File: config.mk
export PLATFORM = sky130hd
export DESIGN_NAME = hazard_unit
export DESIGN_NICKNAME = d
export VERILOG_FILES = /design/src/rtl/hazard_unit.sv
export SDC_FILE = /design/constraint.sdc
export NUM_CORES = 1
export LEC_CHECK = 0
export ABC_AREA = 1
export ABC_CLOCK_PERIOD_IN_PS = 1300
export BUFFER_PORTS_ARGS = -buffer_cell sky130_fd_sc_hd__buf_2
export CAP_MARGIN = 5
export CORE_MARGIN = 1
export CORE_UTILIZATION = 43
export DETAILED_ROUTE_END_ITERATION = 12
export PLACE_DENSITY_LB_ADDON = 0.1
export SLEW_MARGIN = 20
export SYNTH_ARGS = -nofsm -noshare
export SYNTH_HDL_FRONTEND = slang
export SYNTH_SLANG_ARGS = --single-unit
File: constraint.sdc
create_clock -name clk -period 1.3 [get_ports clk]
set_input_delay 0.065 -clock clk [delete_from_list [all_inputs] [get_ports clk]]
set_output_delay 0.065 -clock clk [all_outputs]
set_load 0.005 [all_outputs]
File: src/rtl/hazard_unit.sv
// Pipeline hazard controller: EX operand forwarding, load-use and branch stalls,
// and a front-end freeze while a multi-cycle divide runs. Optional macro: HAZARD_BRANCH_FWD_EN.
module hazard_unit #(
  parameter int DIV_CYCLES = 32,
  parameter int AW         = 5
) (
  input  logic          clk,
  input  logic          rst,
  input  logic [AW-1:0] rs_d,
  input  logic [AW-1:0] rt_d,
  input  logic          branch_d,
  input  logic [AW-1:0] rs_e,
  input  logic [AW-1:0] rt_e,
  input  logic [AW-1:0] writereg_e,
  input  logic          regwrite_e,
  input  logic          memtoreg_e,
  input  logic [AW-1:0] writereg_m,
  input  logic          regwrite_m,
  input  logic          memtoreg_m,
  input  logic          link_m,
  input  logic [AW-1:0] writereg_w,
  input  logic          regwrite_w,
  input  logic          div_start_e,
  output logic [1:0]    forward_a_e,
  output logic [1:0]    forward_b_e,
  output logic          forward_a_d,
  output logic          forward_b_d,
  output logic          stall_f,
  output logic          stall_d,
  output logic          stall_e,
  output logic          flush_e,
  output logic          flush_m,
  output logic          div_busy,
  output logic          div_done
);

  localparam int CW = $clog2(DIV_CYCLES);

  typedef enum logic {IDLE, BUSY} div_state_t;

  div_state_t    state, state_nx;
  logic [CW-1:0] cnt, cnt_nx;
  logic          div_stall;
  logic          lwstall, brstall, hz;

  // MEM beats WB; register 0 is hard-wired and never forwarded.
  function automatic logic [1:0] fwd_sel(
    input logic [AW-1:0] src,
    input logic [AW-1:0] wm, input logic rwm, input logic lm,
    input logic [AW-1:0] ww, input logic rww
  );
    if (src != '0 && rwm && wm == src) return lm ? 2'b11 : 2'b10;
    if (src != '0 && rww && ww == src) return 2'b01;
    return 2'b00;
  endfunction

  assign forward_a_e = fwd_sel(rs_e, writereg_m, regwrite_m, link_m, writereg_w, regwrite_w);
  assign forward_b_e = fwd_sel(rt_e, writereg_m, regwrite_m, link_m, writereg_w, regwrite_w);

  assign lwstall = memtoreg_e & regwrite_e & (writereg_e != '0) &
                   ((writereg_e == rs_d) | (writereg_e == rt_d));

`ifdef HAZARD_BRANCH_FWD_EN
  logic br_dep_e, br_dep_m;

  assign forward_a_d = (rs_d != '0) & regwrite_m & (writereg_m == rs_d);
  assign forward_b_d = (rt_d != '0) & regwrite_m & (writereg_m == rt_d);

  assign br_dep_e = regwrite_e & (writereg_e != '0) &
                    ((writereg_e == rs_d) | (writereg_e == rt_d));
  assign br_dep_m = memtoreg_m & (writereg_m != '0) &
                    ((writereg_m == rs_d) | (writereg_m == rt_d));
  assign brstall  = branch_d & (br_dep_e | br_dep_m);
`else
  // Branches resolve in execute, so the decode-side inputs are intentionally unused.
  logic unused_branch;
  assign unused_branch = ^{branch_d, memtoreg_m};
  assign forward_a_d   = 1'b0;
  assign forward_b_d   = 1'b0;
  assign brstall       = 1'b0;
`endif

  // NOTE: state registers use non-blocking assignments so every flop samples
  // pre-edge values; blocking here would create order-dependent simulation races.
  always_ff @(posedge clk or posedge rst) begin
    if (rst) begin
      state <= IDLE;
      cnt   <= '0;
    end else begin
      state <= state_nx;
      cnt   <= cnt_nx;
    end
  end

  // NOTE: every output of this block is given a default first, so no path leaves
  // a variable unassigned and no latch can be inferred.
  always_comb begin
    state_nx  = state;
    cnt_nx    = cnt;
    div_stall = 1'b0;
    div_done  = 1'b0;
    unique case (state)
      IDLE: begin
        if (div_start_e) begin
          state_nx  = BUSY;
          cnt_nx    = CW'(DIV_CYCLES - 1);
          div_stall = 1'b1;
        end
      end
      BUSY: begin
        // div_start_e is the same held instruction here, so it is ignored.
        if (cnt != '0) begin
          cnt_nx    = cnt - CW'(1);
          div_stall = 1'b1;
        end else begin
          state_nx  = IDLE;
          div_done  = 1'b1;
        end
      end
    endcase
  end

  assign div_busy = (state == BUSY);

  assign hz      = lwstall | brstall;
  assign stall_f = hz | div_stall;
  assign stall_d = hz | div_stall;
  assign stall_e = div_stall;
  assign flush_m = div_stall;
  // A held ID-EX register must not also be flushed, so the divide freeze wins.
  assign flush_e = hz & ~div_stall;

endmodule

==> metrics.md <==
| Metric | Value |
|---|---|
| Setup tns final | -1.01 ns |
| GPL Wtd Cong | 0.883 |
| Async SR Flop Fraction | 1.00 |
| GR Layer Usage met1 | 0.307 |
| # IOs | between 50 and 60 |
| DIE AREA | roughly 2500 sq um |
| Post-synth cell types | 24 |
| RSZ-0062 raised after global routing | yes |
| Half-perimeter wire length after placement | slightly below 2 mm |
| Number of buffers created by CTS | 3 |
| Maximum vdd ir drop | 0.000829 V |
| Worst-path cell chain | inv_2 > ha_4 > nand3_4 > nor2_4 > nand2_2 > inv_2 > nor2_4 > buf_4 > buf_6 > nand2_1 > o21ai_1 |
| PD cells | approximately 1200 nW/um^2 |
| Antenna viol nets, final | 0 |
| Max Cap Viol | 0 |
| First-pass GRT wire length | between 4 and 5 mm |
| Skew final | roughly 0.007 ns |
| Top Family by Delay on Critical Path | buffers and inverters |
| CORE AREA | slightly above 2000 sq um |
| Initial antenna violation count | 0 |
| Status | finished, violations left |
| Crit path largest cell delay | around 0.36 ns |
| Met3 Usage GRT | 0.0370 |
| Gr busiest metal | met2 |
| Max-slew violation count | 0 |
| Max stage delay cell, worst path | dfrtp_1 |
| M2 GR Usage | 0.333 |
| Final number of setup-violating endpoints | 9 |
| Leak | ~0.9 nW |
| Vias | between 1,000 and 1,500 |
| Mapped Cells | between 150 and 200 |
| Clock Sinks | 6 |
| Antenna cell count | 0 |
| H-tree depth | 1 |
| Largest net degree at the start of global routing | 10 |
| Row cnt | 16 |
| Gr usage total | 0.214 |
| Post-DR vias/cell | ~4.4 |
| Total grt overflow | 0 |
| Peak Freq | 690 MHz |
| CTS tree | done |
| Clock Pin Slew Worst Setup and Hold Paths | ~0.050 ns |
| Layout Area Growth over Synthesis | 42.9% |
| Final Hold Fails | 0 |
| Violated checks | negative setup slack |
| Clock Latency Late Sink | approximately 0.25 ns |
| Vias in the first global route | about 1,100 |
| Routed WL per cell | ~8.6 um |
| Fin nets | 300 |
| Critical Path RT | around 1.4 ns |
| Residual DRC count | 0 |
| Starting DRT DRC Count | 24 |
| Instance area after placement | about 1300 sq um |
| Die Ht | 49.6 um |
| CP Launch Type | register |
| Initial Utilization | 0.477 |
| Final instance area | roughly 1400 sq um |
| Max clock buf depth | 2 |
| WP buf/inv | 4 |
| Critical path class | register to register |
| Number of port buffers | 53 |
| Setup WS post-layout | -0.149 ns |
| Sequential area share after synthesis | 0.154 |
| Chip Width | 49.6 um |
| Final min period | approximately 1.4 ns |
| Routed WL | between 2 and 2.5 mm |
| Layout cell share with drive strength beyond 1 | 0.365 |
| Worst setup EP type | register |
| Synth warn | 0 |
| Syn_area_per_cell | slightly above 5 sq um |
| Root Driver | clkbuf_4 |
| Synthesized flop and latch total | 6 |
| Worst EP arrival | between 1.5 and 2 ns |
| Synthesized area | about 970 sq um |
| HP Class | input port to register |
| Final period util | 1.11 |
| Number of enable flip-flop cells after synthesis | 0 |
| Ys flop type | dfrtp_1 |
| First-pass iteration count of the detailed router | 6 |
| Worst Path Max Fanout | 6 |
| Final Util | 0.681 |
==> cells in the final DEF (no fill, tap or decap), drive strengths merged <==
cell type    count
dfrtp            6
buf             62
xnor2            4
clkbuf           3
dlygate4sd3      1
nand3b           1
nand4            5
xor2             3
nand2           72
nor2            24
o21ai            7
or2              1
inv             41
nand3           14
nor3             1
ha               1
conb             2
o22ai            1
a21oi            3
==> metrics by stage <==
| stage | power [mW] | setup WS (ns) | hold slack, ns | cells |
|---|---|---|---|---|
| 2_1_floorplan | 0.919 | 0.0175 | -0.144 | 191 |
| 3_5_place_dp | 1.19 | 0.0156 | -0.00970 | 269 |
| 6_report | 1.68 | -0.149 | 0.230 | 279 |
| 3_3_place_gp | 1.18 | 0.0280 | -0.0110 | 269 |
| 4_1_cts | 1.48 | -0.202 | 0.140 | 276 |
| 5_1_grt | 1.86 | -0.265 | 0.265 | 279 |
==> metal layers <==
metal,vias up,share of wire,wire [um]
met4,0,0.0067,16
li1,691,-,-
met5,-,0,0
met2,40,0.43,1020
met1,495,0.51,1230
met3,3,0.055,133
==> Yosys cell counts, types with 3 or more instances <==
| master | number | area share |
|---|---|---|
| a21oi_1 | 3 | 0.015 |
| buf_4 | 4 | 0.031 |
| dfrtp_1 | 6 | 0.15 |
| inv_1 | 28 | 0.11 |
| inv_2 | 13 | 0.050 |
| nand2_1 | 71 | 0.27 |
| nand3_1 | 13 | 0.067 |
| nand4_1 | 5 | 0.032 |
| nor2_1 | 21 | 0.081 |
| o21ai_0 | 3 | 0.015 |
| o21ai_1 | 4 | 0.021 |
| xnor2_1 | 4 | 0.036 |
| xor2_1 | 3 | 0.027 |
==> report_power, final <==
group | leakage (nW) | switching [mW] | internal (mW)
registers | 0.0682 | 0.0830 | 0.286
clock network | 0.0138 | 0.0716 | 0.105
logic | 0.806 | 0.575 | 0.563
total | 0.888 | 0.730 | 0.954
==> worst paths after layout <==
path / startpoint / endpoint / slack (ns) / cells after the start
worst max-delay path: cnt[0]$_DFFE_PP0P_ / cnt[3]$_DFFE_PP0P_ / -0.15 / 11
worst min-delay path: div_start_e / cnt[4]$_DFFE_PP0P_ / 0.23 / 5
worst max register to register: cnt[0]$_DFFE_PP0P_ / cnt[3]$_DFFE_PP0P_ / -0.15 / 11
worst min register to register: cnt[4]$_DFFE_PP0P_ / cnt[4]$_DFFE_PP0P_ / 0.56 / 2
max in group asynchronous: rst / cnt[1]$_DFFE_PP0P_ / 0.83 / 3
min in group asynchronous: rst / div_busy$_DFF_PP0_ / 0.26 / 3
==> sequential cells by signal (all words and copies together), names as in the netlist <==
signal,count
cnt,5
div_busy,1
==> worst min-delay path: stages <==
cell and delay, ns:
buf_2 0.12, inv_1 0.04, nor2_1 0.09, o22ai_1 0.08, inv_1 0.05
==> kinds of logic (layout without fill, tap and decap cells) <==
group	count (synthesis)	in the layout	share of synthesized area
flops	6	6	0.154
buf+inv	46	107	0.194
fa+ha+maj	1	1	0.0129
compound gates	11	11	0.0578
xor+xnor	7	7	0.0630
simple gates	118	118	0.514
other cells	1	2	0.00385
==> area by class of cell <==
| type | instances | area [sq um] |
|---|---|---|
| fillers | 205 | 651 |
| clock buffers | 3 | 22.5 |
| flip-flops and latches | 6 | 150 |
| well taps | 27 | 33.8 |
| inverters | 41 | 154 |
| repair buffers | 63 | 347 |
| multi-input cells | 139 | 684 |
==> what timing repair did <==
| item | in CTS | in global routing |
|---|---|---|
| gates resized for setup | 5 | 8 |
| setup buffers | 3 | 4 |
| hold endpoints to repair | 6 | 0 |
| endpoints found under the setup margin | 6 | 10 |
| hold buffers | 1 | 0 |
| pin swaps | 6 | 2 |
(Power assumes the default switching activity.)
